$ cat src/rtl/pmu_pkg.sv
// Shared definitions for the PMU request path: mode-vector field encodings, reserved
// vectors and the request FSM state type, common to the controller and power manager.
package pmu_pkg;

    typedef enum logic [1:0] {
        ClkSrcClk     = 2'b00,
        ClkSrcPll     = 2'b01,
        ClkSrcDiv     = 2'b10,
        ClkSrcInvalid = 2'b11
    } clk_src_e;

    typedef enum logic [1:0] {
        DivFr1     = 2'b00,
        DivFr2     = 2'b01,
        DivFr3     = 2'b10,
        DivInvalid = 2'b11
    } div_sel_e;

    typedef struct packed {
        div_sel_e div_sel;
        clk_src_e clock3;
        clk_src_e clock2;
        clk_src_e clock1;
    } pmu_vec_t;

    typedef enum logic [1:0] {
        StIdle = 2'b00,
        StReq  = 2'b01,
        StDone = 2'b10
    } pmu_state_e;

    localparam logic [7:0] RESET_MODE = 8'h20;
    localparam logic [7:0] SLEEP_VEC  = 8'h2A;
    localparam logic [7:0] ERR_CLEAR  = 8'hFF;

    function automatic logic vec_is_valid(input logic [7:0] v);
        pmu_vec_t f;
        f = pmu_vec_t'(v);
        return (f.clock1 != ClkSrcInvalid) && (f.clock2 != ClkSrcInvalid) &&
               (f.clock3 != ClkSrcInvalid) && (f.div_sel != DivInvalid);
    endfunction

endpackage

$ cat src/rtl/pmu_idle_timer.sv
// Inactivity timer: a seconds prescaler feeding a seconds counter. Fires a single expire
// pulse after IdleSecs quiet seconds, then holds until activity reloads it.
module pmu_idle_timer #(
    parameter int unsigned TicksPerSec = 12000000,
    parameter int unsigned IdleSecs    = 20
) (
    input  logic clk_i,
    input  logic rst_ni,
    input  logic activity_i,
    output logic expire_o
);

    localparam int unsigned PreW = (TicksPerSec > 1) ? $clog2(TicksPerSec) : 1;
    localparam int unsigned SecW = (IdleSecs > 1) ? $clog2(IdleSecs) : 1;
    localparam logic [PreW-1:0] PreMax = PreW'(TicksPerSec - 1);
    localparam logic [SecW-1:0] SecMax = SecW'(IdleSecs - 1);

    logic [PreW-1:0] pre_q, pre_d;
    logic [SecW-1:0] sec_q, sec_d;
    logic            done_q, done_d;
    logic            pre_wrap, sec_last;

    assign pre_wrap = (pre_q == PreMax);
    assign sec_last = (sec_q == SecMax);
    // Activity in the same cycle suppresses expiry.
    assign expire_o = !done_q && !activity_i && pre_wrap && sec_last;

    always_comb begin
        pre_d  = pre_q;
        sec_d  = sec_q;
        done_d = done_q;
        if (activity_i) begin
            pre_d  = '0;
            sec_d  = '0;
            done_d = 1'b0;
        end else if (!done_q) begin
            if (pre_wrap) begin
                pre_d = '0;
                if (sec_last) begin
                    done_d = 1'b1;
                end else begin
                    sec_d = sec_q + 1'b1;
                end
            end else begin
                pre_d = pre_q + 1'b1;
            end
        end
    end

    always_ff @(posedge clk_i) begin
        if (!rst_ni) begin
            pre_q  <= '0;
            sec_q  <= '0;
            done_q <= 1'b0;
        end else begin
            pre_q  <= pre_d;
            sec_q  <= sec_d;
            done_q <= done_d;
        end
    end

endmodule

$ cat src/rtl/pmu_request_ctrl.sv
// CPU-port mode requests to the power manager over a four-phase change/change_ack handshake.
// Define PMU_AUTO_SLEEP_EN to add idle-timer driven auto sleep and wake-on-activity.
module pmu_request_ctrl
    import pmu_pkg::*;
#(
    parameter int unsigned TICKS_PER_SEC = 12000000,
    parameter int unsigned IDLE_SECS     = 20,
    parameter logic [7:0]  PORT_ADDR     = 8'hF0,
    parameter int unsigned ACK_TIMEOUT   = 255
) (
    input  logic       clk,
    input  logic       reset,
    input  logic       io_wr,
    input  logic [7:0] io_addr,
    input  logic [7:0] io_data,
    input  logic       activity,
    input  logic       change_ack,
    output logic       change,
    output logic [7:0] change_vector,
    output logic [7:0] cur_mode,
    output logic       busy,
    output logic       err
);

    localparam int unsigned CntW = $clog2(ACK_TIMEOUT + 1);
    localparam logic [CntW-1:0] CntMax = CntW'(ACK_TIMEOUT - 1);

    pmu_state_e      state_q;
    logic            change_q, busy_q, err_q;
    logic [7:0]      vec_q, cur_mode_q, pend_vec_q;
    logic            pend_valid_q;
    logic [CntW-1:0] cnt_q;

    logic       wr_hit, wr_clear, wr_bad, wr_ok;
    logic       auto_valid;
    logic [7:0] auto_vec;
    logic       new_valid, cand_valid, timeout;
    logic [7:0] new_vec, cand_vec;

    assign wr_hit   = io_wr && (io_addr == PORT_ADDR);
    assign wr_clear = wr_hit && (io_data == ERR_CLEAR);
    assign wr_bad   = wr_hit && !wr_clear && !vec_is_valid(io_data);
    assign wr_ok    = wr_hit && !wr_clear && vec_is_valid(io_data);

`ifdef PMU_AUTO_SLEEP_EN
    logic       expire, wake_req, sleep_req;
    logic [7:0] wake_q;

    pmu_idle_timer #(
        .TicksPerSec (TICKS_PER_SEC),
        .IdleSecs    (IDLE_SECS)
    ) u_idle_timer (
        .clk_i      (clk),
        .rst_ni     (reset),
        .activity_i (activity),
        .expire_o   (expire)
    );

    assign wake_req   = activity && (cur_mode_q == SLEEP_VEC);
    assign sleep_req  = expire && (cur_mode_q != SLEEP_VEC);
    assign auto_valid = (wake_req || sleep_req) && !wr_hit;
    assign auto_vec   = wake_req ? wake_q : SLEEP_VEC;

    always_ff @(posedge clk) begin
        if (!reset) begin
            wake_q <= RESET_MODE;
        end else if (sleep_req && !wr_hit) begin
            wake_q <= cur_mode_q;
        end
    end
`else
    logic unused_activity;
    assign unused_activity = ^{activity, 32'(TICKS_PER_SEC), 32'(IDLE_SECS)};
    assign auto_valid      = 1'b0;
    assign auto_vec        = 8'h00;
`endif

    assign new_valid = wr_ok || auto_valid;
    assign new_vec   = wr_ok ? io_data : auto_vec;
    // A fresh request bypasses the buffer so IDLE can issue it on the very next edge.
    assign cand_valid = new_valid || pend_valid_q;
    assign cand_vec   = new_valid ? new_vec : pend_vec_q;
    assign timeout    = (state_q == StReq) && !change_ack && (cnt_q == CntMax);

    always_ff @(posedge clk) begin
        if (!reset) begin
            state_q      <= StIdle;
            change_q     <= 1'b0;
            vec_q        <= 8'h00;
            cur_mode_q   <= RESET_MODE;
            busy_q       <= 1'b0;
            err_q        <= 1'b0;
            pend_valid_q <= 1'b0;
            pend_vec_q   <= 8'h00;
            cnt_q        <= '0;
        end else begin
            if (wr_bad || timeout) begin
                err_q <= 1'b1;
            end else if (wr_clear) begin
                err_q <= 1'b0;
            end
            if ((state_q != StIdle) && new_valid) begin
                pend_valid_q <= 1'b1;
                pend_vec_q   <= new_vec;
            end
            unique case (state_q)
                StIdle: begin
                    // The candidate is consumed here whether issued or discarded as redundant.
                    pend_valid_q <= 1'b0;
                    if (cand_valid && (cand_vec != cur_mode_q)) begin
                        state_q  <= StReq;
                        change_q <= 1'b1;
                        vec_q    <= cand_vec;
                        busy_q   <= 1'b1;
                        cnt_q    <= '0;
                    end
                end
                StReq: begin
                    if (change_ack) begin
                        state_q    <= StDone;
                        change_q   <= 1'b0;
                        cur_mode_q <= vec_q;
                    end else if (timeout) begin
                        state_q  <= StIdle;
                        change_q <= 1'b0;
                        busy_q   <= 1'b0;
                    end else begin
                        cnt_q <= cnt_q + 1'b1;
                    end
                end
                StDone: begin
                    if (!change_ack) begin
                        state_q <= StIdle;
                        busy_q  <= 1'b0;
                    end
                end
                default: begin
                    state_q  <= StIdle;
                    change_q <= 1'b0;
                    busy_q   <= 1'b0;
                end
            endcase
        end
    end

    assign change        = change_q;
    assign change_vector = vec_q;
    assign cur_mode      = cur_mode_q;
    assign busy          = busy_q;
    assign err           = err_q;

endmodule

$ cat config.mk
export PLATFORM = sky130hd
export DESIGN_NAME = pmu_request_ctrl
export DESIGN_NICKNAME = d
export VERILOG_FILES = /design/src/rtl/pmu_pkg.sv /design/src/rtl/pmu_idle_timer.sv /design/src/rtl/pmu_request_ctrl.sv
export SDC_FILE = /design/constraint.sdc
export NUM_CORES = 1
export LEC_CHECK = 0
export CAP_MARGIN = 20
export CORE_MARGIN = 2
export CORE_UTILIZATION = 40
export CTS_BUF_LIST = sky130_fd_sc_hd__clkbuf_4 sky130_fd_sc_hd__clkbuf_8
export CTS_CLUSTER_DIAMETER = 40
export DETAILED_ROUTE_END_ITERATION = 8
export GPL_TIMING_DRIVEN = 0
export HOLD_SLACK_MARGIN = 0.15
export PLACE_DENSITY_LB_ADDON = 0.2
export SYNTH_ARGS = -nofsm -noshare
export SYNTH_HDL_FRONTEND = slang
export SYNTH_SLANG_ARGS = --single-unit
$ cat constraint.sdc
create_clock -name clk -period 2.2 [get_ports clk]
set_input_delay 0.22 -clock clk [delete_from_list [all_inputs] [get_ports clk]]
set_output_delay 0.22 -clock clk [all_outputs]
set_load 0.1 [all_outputs]
==> reports/qor.csv, run 1 <==
metric;value;unit
setup.reg_to_reg.worst_slack;0.19;ns
synth_top_cell_area_share;37.1;%
sinks_on_clock_net;38;
worst_skew_pair.late_latency;0.30;ns
grt_pass1_wl;8100;microns
cts.hold.buffers_added;0;
drt-total-wl;5030;microns
grt_util_all_layers;19.3;%
min-delay-path-class;in2reg;
fill_cells;487;
worstSetupEndpoint;cur_mode[2];
total_global_routing_overflow;0;
critical_path.slowest_cell;clkdlybuf4s50_1;
rsz0062_at_grt;yes;
synth.lib_cells_used.distinct;47;
antenna_found_initial;0;
dominant_delay_contributor_by_cell_family_on_the_critical_path;buffers and inverters;
areaGrowthSynthToFinish;29.8;%
ant_nets;0;
cp_data_arrival_time;1.88;ns
period_share;95.3;%
final_setup_viols;0;
synth-seq-area-share;37.1;%
post-route-min-period;2.10;ns
finish.net_count;298;
fin_util;52.8;%
via_count_of_the_first_global_routing_pass;1662;
synth.top_cells.by_area;dfxtp_1 37%, mux2i_1 12%, nand2_1 5.5%;
worst_r2r_path_depth;6;
synth.avg_cell_area;9.04;sq um
multiInputGateArea;1230;sq um
mostFrequentLayoutCell;clkdlybuf4s50_1;
ys_ff_latch;38;
io_pins;40;
remaining_drc_errors;0;
synth_top_cell_by_area;dfxtp_1;
finalHoldViolations;0;
worst_setup_path_end_kind;primary output;
drtIter0Drc;158;
syn_nets;250;
worst_slew_pin_slew;0.977;ns
worstPathCellList;clkdlybuf4s50_1;
achievable-frequency;477;MHz
drv.max_cap_violation_count;0;
ys_warn_count;0;
synthesis.instances;227;
die_w;75.6;microns
dpl.hpwl;3530;microns
area_of_all_placed_cells_without_fillers;2660;sq um
ff_latch_area;777;sq um
cp_num_cells;1;
leakage;0.000997;uW
fin_setup_tns;0;ns
commonest_non_fill_non_tap_cells_in_the_layout;37 x clkdlybuf4s50_1, 31 x dfxtp_1, 30 x nand2_1;
r2r-end;busy$_SDFFE_PN0P_;
ir_worst_vdd;0.253;mV
max_stage_delay;1.17;ns
clock-skew-final;0.00954;ns
cts_buffers;5;
num_antenna_cells;0;
layout-drive-gt1-share;14.5;%
floorplan.initialDensity;40.7;%
slew_violations;0;
gp_routability_congestion;0.786;
pre_cts_slack;-0.367;ns
avgViaCountPerCell;5.37;
coreArea;5040;sq um
worst_r2r_src;cur_mode[3]$_SDFFE_PN0P_;
drt_first_pass_iters;4;
setup_slack;0.104;ns
worstSetupStartpointType;flip-flop;
crit_path_start;cur_mode[2]$_SDFFE_PN0P_;
clock_tree_from_tritoncts;yes;
die-area;5720;sq um
route.vias.total;1859;
die_h;75.6;microns
slew_headroom;34.7;%
count_of_h_tree_levels_built_during_cts;2;
clk_buf_depth;2;
placement_rows;26;
routed_wire_length_per_instance;14.5;microns
netlist_area;2050;sq um
whs;0.331;ns
timing.setup.critical_path_class;reg2out;
grt_max_degree;12;
dpl_cell_area;2530;sq um
worstPathMaxFanout;6;
worst-path-buf-inv;1;
count_of_buffers_from_port_buffering;37;
outcome;finished clean;
cts_root_buf;clkbuf_8;
cts.reportedPaths.clkPinSlew;0.08;ns
critPathRequiredTime;1.98;ns
p_per_area;484;nW/um^2
[cell usage after synthesis, drive strengths merged]
cell and count:
dfxtp 38, o32a 1, nand2 30, a31oi 2, ha 2, buf 3
and3 3, o211ai 2, nand3b 1, o221a 2, mux2i 24, a21boi 1
nor3b 1, o31ai 2, nand4 3, o221ai 1, nand3 17, nand4b 2
a21o 1, o31a 1, o21ai 7, and4 3, nor2b 4, or4 2
nor4 5, xor2 3, o21a 1, a2111oi 3, a21oi 6, nor3 2
mux2 7, nor2 20, a31o 1, a211oi 1, xnor2 10, o311a 1
inv 5, o311ai 1, clkbuf 8
[state kept, by name, summed over array words and instances, names as in the netlist]
name / count
pend_valid_q: 1
state_q: 2
err: 1
busy: 1
cur_mode: 8
pend_vec_q: 8
change: 1
cnt_q: 8
change_vector: 8
[how the worst min path moves through the flow]
stage / endpoint / start / slack, ns / cells past startpoint
6_report: cnt_q[5]$_SDFFE_PN0P_ / reset / 0.33 / 3
5_1_grt: cnt_q[2]$_SDFFE_PN0P_ / reset / 0.37 / 3
4_1_cts: cnt_q[5]$_SDFFE_PN0P_ / reset / 0.33 / 3
3_5_place_dp: change$_SDFFE_PN0P_ / change$_SDFFE_PN0P_ / 0.46 / 2
3_3_place_gp: change$_SDFFE_PN0P_ / change$_SDFFE_PN0P_ / 0.46 / 2
2_1_floorplan: state_q[1]$_SDFFE_PN0P_ / change_ack / 0.37 / 1
[where the power goes]
group          leakage (uW)  switching, uW  internal [uW]
combinational      0.000636           46.3           41.6
clock             0.0000517            253            265
sequential         0.000309         0.0633            683
[routing by layer]
metal	share of wire [%]	wire length (microns)	GRT usage, %
met1	45	2280	25.8
met5	0	0	0
met3	5.9	299	3.84
met2	47	2340	29.0
met4	2.1	106	10.9
[kinds of logic (layout without fill, tap and decap cells)]
| kind of cell | after synthesis | count (layout) | synth area share (%) |
|---|---|---|---|
| multiplexers | 31 | 31 | 15.5 |
| AND/OR/NAND/NOR | 93 | 93 | 23.5 |
| AO/OA/AOI/OAI | 34 | 34 | 13.7 |
| adder cells (fa/ha/maj) | 2 | 2 | 1.22 |
| XOR/XNOR | 13 | 13 | 5.55 |
| buffers and inverters | 16 | 65 | 3.41 |
| flip-flops | 38 | 38 | 37.1 |
[repair_timing]
action / 4_1_cts / 5_1_grt
setup buffers: 3 / 1
resized for setup: 0 / 3
endpoints found under the setup margin: 7 / 21
pin swaps: 1 / 1
[per-stage QoR]
step | instances | total power [uW]
2_1_floorplan | 227 | 731
3_3_place_gp | 334 | 784
3_5_place_dp | 334 | 785
4_1_cts | 345 | 1300
5_1_grt | 346 | 1340
6_report | 346 | 1290
[area by class of cell]
class	instances	area share (%)
Sequential cell	38	29.2
Inverter	5	0.705
Tap cell	70	3.29
Buffer	11	2.02
Timing Repair Buffer	41	15.0
Clock buffer	7	3.38
Multi-Input combinational cell	173	46.2
Clock inverter	1	0.188
No activity file was read; power rests on OpenSTA's default activity.
==> run 2, diff against run 1 <==
REMOVE_ABC_BUFFERS = 1   (was default)
SKIP_CTS_REPAIR_TIMING = 1   (was default)
==> run 2 against run 1 <==
  * Sequential cell count stayed put
  * Hold slack better by 0.14 ns
  * Total power is 0.27% lower
  * Die area stayed put
  * Routed wire length is 5.2% lower
  * Clock skew is 0.0033 ns lower
  * Clock-buffer cell count stayed put
  * Register-to-register slack worse by 0.02 ns
  * Cell area is 1.2% higher
  * Clock power is 2% lower
  * Via count is 4.1% lower
  * Critical path type unchanged
  * Largest power group unchanged
  * Highest routed layer unchanged
==> reports/qor.csv, run 2 (synthesis results as in run 1) <==
metric;value;unit;change
outcome;finished clean;;
coreArea;5040;sq um;unchanged
route.vias.total;1782;;-4.1%
dominant_delay_contributor_by_cell_family_on_the_critical_path;buffers and inverters;;
timing.hold.worst_endpoint;change$_SDFFE_PN0P_;;
io_pins;40;;unchanged
cts_root_buf;clkbuf_8;;
areaGrowthSynthToFinish;31.4;%;
grt_max_degree;28;;+16
gp_routability_congestion;0.807;;+2.6%
leakage;0.00103;uW;+2.8%
cp_data_arrival_time;1.88;ns;about the same
worst_setup_path_end_kind;primary output;;
floorplan.initialDensity;40.7;%;unchanged
avgViaCountPerCell;5.24;;-2.5%
worst-path-buf-inv;1;;unchanged
fill_cells;490;;+0.62%
worstPathCellList;clkdlybuf4s50_1;;
worst_r2r_path_depth;6;;unchanged
cp_num_cells;1;;unchanged
max_stage_delay;1.17;ns;about the same
drv.max_cap_violation_count;0;;unchanged
commonest_non_fill_non_tap_cells_in_the_layout;38 x dfxtp_1, 37 x clkdlybuf4s50_1, 30 x nand2_1;;
cts_buffers;5;;unchanged
finalHoldViolations;0;;unchanged
finalPower;1290;uW;-0.27%
ir_worst_vdd;0.374;mV;+48%
antenna_found_initial;0;;unchanged
grt_pass1_wl;8050;microns;-0.68%
post-route-min-period;2.10;ns;-0.000566 ns
drt-total-wl;4770;microns;-5.2%
ant_nets;0;;unchanged
dpl.hpwl;3360;microns;-4.9%
critical_path.slowest_cell;clkdlybuf4s50_1;;
clk_buf_depth;2;;unchanged
die_w;75.6;microns;unchanged
worst_skew_pair.late_latency;0.29;ns;about the same
worstPathMaxFanout;4;;-2
routed_wire_length_per_instance;14.0;microns;-3.5%
cts.reportedPaths.clkPinSlew;0.07;ns;about the same
achievable-frequency;477;MHz;about the same
remaining_drc_errors;0;;unchanged
mostFrequentLayoutCell;dfxtp_1;;
worstSetupStartpointType;flip-flop;;
die-area;5720;sq um;unchanged
setup.reg_to_reg.worst_slack;0.17;ns;-0.02 ns
layout-drive-gt1-share;14.1;%;-0.42 points
drt_first_pass_iters;4;;unchanged
timing.hold.worst.start;change$_SDFFE_PN0P_;;
hold_depth;2;;-1
critPathRequiredTime;1.98;ns;about the same
r2r-end;busy$_SDFFE_PN0P_;;
drtIter0Drc;77;;-51%
sinks_on_clock_net;38;;unchanged
rsz0062_at_grt;no;;
p_per_area;477;nW/um^2;-1.5%
clock-skew-final;0.00620;ns;-0.00334 ns
count_of_h_tree_levels_built_during_cts;2;;unchanged
via_count_of_the_first_global_routing_pass;1722;;+3.6%
placement_rows;26;;unchanged
die_h;75.6;microns;unchanged
worst_r2r_src;cur_mode[6]$_SDFFE_PN0P_;;
num_antenna_cells;0;;unchanged
min-delay-path-class;reg2reg;;
slew_headroom;34.3;%;-0.35 points
clock_tree_from_tritoncts;yes;;
total_global_routing_overflow;0;;unchanged
period_share;95.2;%;about the same
count_of_buffers_from_port_buffering;38;;+2.7%
worst_slew_pin_slew;0.982;ns;+0.00524 ns
timing.setup.critical_path_class;reg2out;;
grt_util_all_layers;19.0;%;-0.32 points
pre_cts_slack;-1.13;ns;-0.759 ns
slew_violations;0;;unchanged
finish.net_count;292;;-2.0%
final_setup_viols;0;;unchanged
setup_slack;0.105;ns;+0.000566 ns
## run 2: changes by cell type in the layout (fill, tap and decap cells not counted), sizes merged
cell	before	now
clkbuf	16	7
dlymetal6s2s	0	1
buf	6	8
## run 2: worst max-delay path by stage
stage | slack (ns) | start | to
floorplan | -0.38 | cur_mode[6]$_SDFFE_PN0P_ | busy$_SDFFE_PN0P_
global placement | -1.13 | io_data[7] | cnt_q[7]$_SDFFE_PN0P_
detailed placement | -1.13 | io_data[1] | cnt_q[7]$_SDFFE_PN0P_
CTS | -0.80 | io_data[1] | cnt_q[7]$_SDFFE_PN0P_
global route | 0.006 | io_wr | pend_vec_q[0]$_SDFFE_PN0P_
finish | 0.10 | cur_mode[6]$_SDFFE_PN0P_ | cur_mode[6]
## run 2: layout make-up
type	count	area (sq um)	share of cell area, %
clock buffers	7	90.1	3.34
clock inverters	1	5.00	0.186
inverters	5	18.8	0.696
multi-input cells	173	1270	47.1
flip-flops and latches	38	761	28.2
well taps	70	87.6	3.25
repair buffers	46	463	17.2
## run 2: where the power goes
group / total (uW) / internal [uW] / switching [uW]
Combinational: 92.2 / 46.3 / 46.0
Sequential: 687 / 687 / 0.101
Clock: 507 / 265 / 242
Total: 1290 / 999 / 288
## run 2: per-stage QoR
step	area, sq um	hold WS [ns]	instances	util, %	TNS, ns
final	2700	0.467	340	53.5	0
after global routing	2700	0.499	340	53.5	0
after CTS	2600	0.471	334	51.5	-13.40
after detailed placement	2500	0.461	326	49.7	-20.69
after global placement	2470	0.466	324	49.0	-24.40
after floorplan	2000	0.282	216	-	-6.57
## run 2: routing by layer
metal,vias to the layer above,track usage (%),part of all wire [%]
met4,0,5.46,1.1
met3,4,5.82,4.0
met2,27,32.3,48
li1,907,-,-
met5,-,0,0
met1,844,23.2,47
## run 2: worst reg2reg max path, stage by stage (launching register included)
cell	delay, ns
dfxtp_1	0.42
xnor2_1	0.14
nand3_1	0.15
a2111oi_4	0.37
mux2i_2	0.18
o32a_1	0.41
o221a_2	0.27
==> run 3, diff against run 2 <==
CORE_MARGIN = default   (was 2)
==> run 3 against run 2 <==
  * Clock-buffer cell count stayed put
  * Setup slack got worse by 0.030 ns
  * Core utilization is 2.2 points higher
  * Routed wire length increased by 0.38%
  * Largest power group unchanged
  * Clock power grew 0.8%
  * Non-clock buffer count down 1
  * Cell count is 1.2% lower
  * Critical path depth stayed put
  * Sequential cell count stayed put
  * Sequential power hardly changed
  * Critical endpoint is now cur_mode[2]
  * Die area is 5.2% lower
  * First-iteration DRC count grew 10%
  * Largest cell class unchanged
==> reports/qor.csv, run 3 (synthesis results as in run 1) <==
metric;value;unit;change
cts.reportedPaths.clkPinSlew;0.07;ns;about the same
mostFrequentLayoutCell;clkdlybuf4s50_1;;
leakage;0.00101;uW;-1.6%
finish.net_count;291;;-0.34%
ant_nets;0;;unchanged
clock-skew-final;0.00358;ns;-0.00262 ns
worstPathCellList;clkdlybuf4s50_1;;
commonest_non_fill_non_tap_cells_in_the_layout;38 x clkdlybuf4s50_1, 37 x dfxtp_1, 30 x nand2_1;;
final_setup_viols;0;;unchanged
worstSetupStartpointType;flip-flop;;
worst_skew_pair.late_latency;0.29;ns;about the same
dominant_delay_contributor_by_cell_family_on_the_critical_path;buffers and inverters;;
antenna_found_initial;0;;unchanged
sinks_on_clock_net;38;;unchanged
period_share;96.6;%;+1.4 points
worstPathMaxFanout;6;;+2
count_of_h_tree_levels_built_during_cts;2;;unchanged
worst_setup_path_end_kind;primary output;;
critical_path.slowest_cell;clkdlybuf4s50_1;;
clock_tree_from_tritoncts;yes;;
drtIter0Drc;85;;+10%
finalPower;1290;uW;+0.18%
grt_pass1_wl;7810;microns;-2.9%
placement_rows;25;;-3.8%
drt-total-wl;4790;microns;+0.38%
io_pins;40;;unchanged
remaining_drc_errors;0;;unchanged
ir_worst_vdd;0.371;mV;-0.72%
total_global_routing_overflow;0;;unchanged
p_per_area;480;nW/um^2;+0.65%
avgViaCountPerCell;5.32;;+1.6%
areaGrowthSynthToFinish;30.8;%;
worst-path-buf-inv;1;;unchanged
coreArea;4820;sq um;-4.5%
grt_util_all_layers;18.9;%;-0.070 points
achievable-frequency;470;MHz;-1.4%
count_of_buffers_from_port_buffering;38;;unchanged
slew_headroom;34.8;%;+0.44 points
critPathRequiredTime;1.98;ns;about the same
grt_max_degree;27;;-3.6%
die_w;73.6;microns;-2.6%
dpl.hpwl;3270;microns;-2.5%
min-delay-path-class;reg2reg;;
gp_routability_congestion;0.796;;-1.3%
num_antenna_cells;0;;unchanged
via_count_of_the_first_global_routing_pass;1633;;-5.2%
worst_slew_pin_slew;0.975;ns;-0.00658 ns
routed_wire_length_per_instance;14.2;microns;+1.6%
die_h;73.6;microns;-2.6%
drt_first_pass_iters;4;;unchanged
cts_buffers;5;;unchanged
clk_buf_depth;2;;unchanged
timing.setup.critical_path_class;reg2out;;
max_stage_delay;1.18;ns;about the same
outcome;finished clean;;
cp_data_arrival_time;1.91;ns;+0.03 ns
fin_setup_tns;0;ns;unchanged
die-area;5420;sq um;-5.2%
slew_violations;0;;unchanged
layout-drive-gt1-share;14.1;%;+0.052 points
route.vias.total;1789;;+0.39%
floorplan.initialDensity;42.6;%;+1.9 points
finalHoldViolations;0;;unchanged
cts_root_buf;clkbuf_8;;
post-route-min-period;2.13;ns;+0.0303 ns
drv.max_cap_violation_count;0;;unchanged
fin_util;55.7;%;+2.2 points
-- run 3: report_power, final --
part	switching, uW	total, uW	internal (uW)	leakage, uW
clock network	246	511	265	0.0000517
registers	0.0975	687	687	0.000306
logic	44.5	90.5	46.0	0.000651
-- run 3: layer usage --
metal	global-route usage (%)	part of all wire [%]	wire (microns)
met1	24.2	45	2170
met2	32.0	49	2360
met3	4.25	3.7	175
met4	4.70	1.6	76
met5	0	0	0
-- run 3: stage by stage --
step / cells / worst slack, ns / instance area [sq um] / hold slack (ns)
2_1_floorplan: 216 / -0.381 / 2000 / 0.282
3_3_place_gp: 321 / -1.14 / 2460 / 0.460
3_5_place_dp: 323 / -1.14 / 2500 / 0.463
4_1_cts: 331 / -0.857 / 2590 / 0.473
5_1_grt: 336 / -0.00314 / 2680 / 0.498
6_report: 336 / 0.0744 / 2680 / 0.470
-- run 3: path summary, 6_finish.rpt --
kind	startpoint	to	slack (ns)	cells past startpoint
worst min-delay path	change$_SDFFE_PN0P_	change$_SDFFE_PN0P_	0.47	2
worst max register to register	cur_mode[3]$_SDFFE_PN0P_	busy$_SDFFE_PN0P_	0.14	6
worst max-delay path	cur_mode[2]$_SDFFE_PN0P_	cur_mode[2]	0.07	1
worst min register to register	change$_SDFFE_PN0P_	change$_SDFFE_PN0P_	0.47	2
-- run 3: area by class of cell --
| type | count | area, sq um |
|---|---|---|
| Multi-Input combinational cell | 173 | 1260 |
| Inverter | 5 | 18.8 |
| Tap cell | 67 | 83.8 |
| Timing Repair Buffer | 45 | 465 |
| Sequential cell | 38 | 762 |
| Clock inverter | 1 | 5.00 |
| Fill cell | 466 | 2130 |
| Clock buffer | 7 | 90.1 |
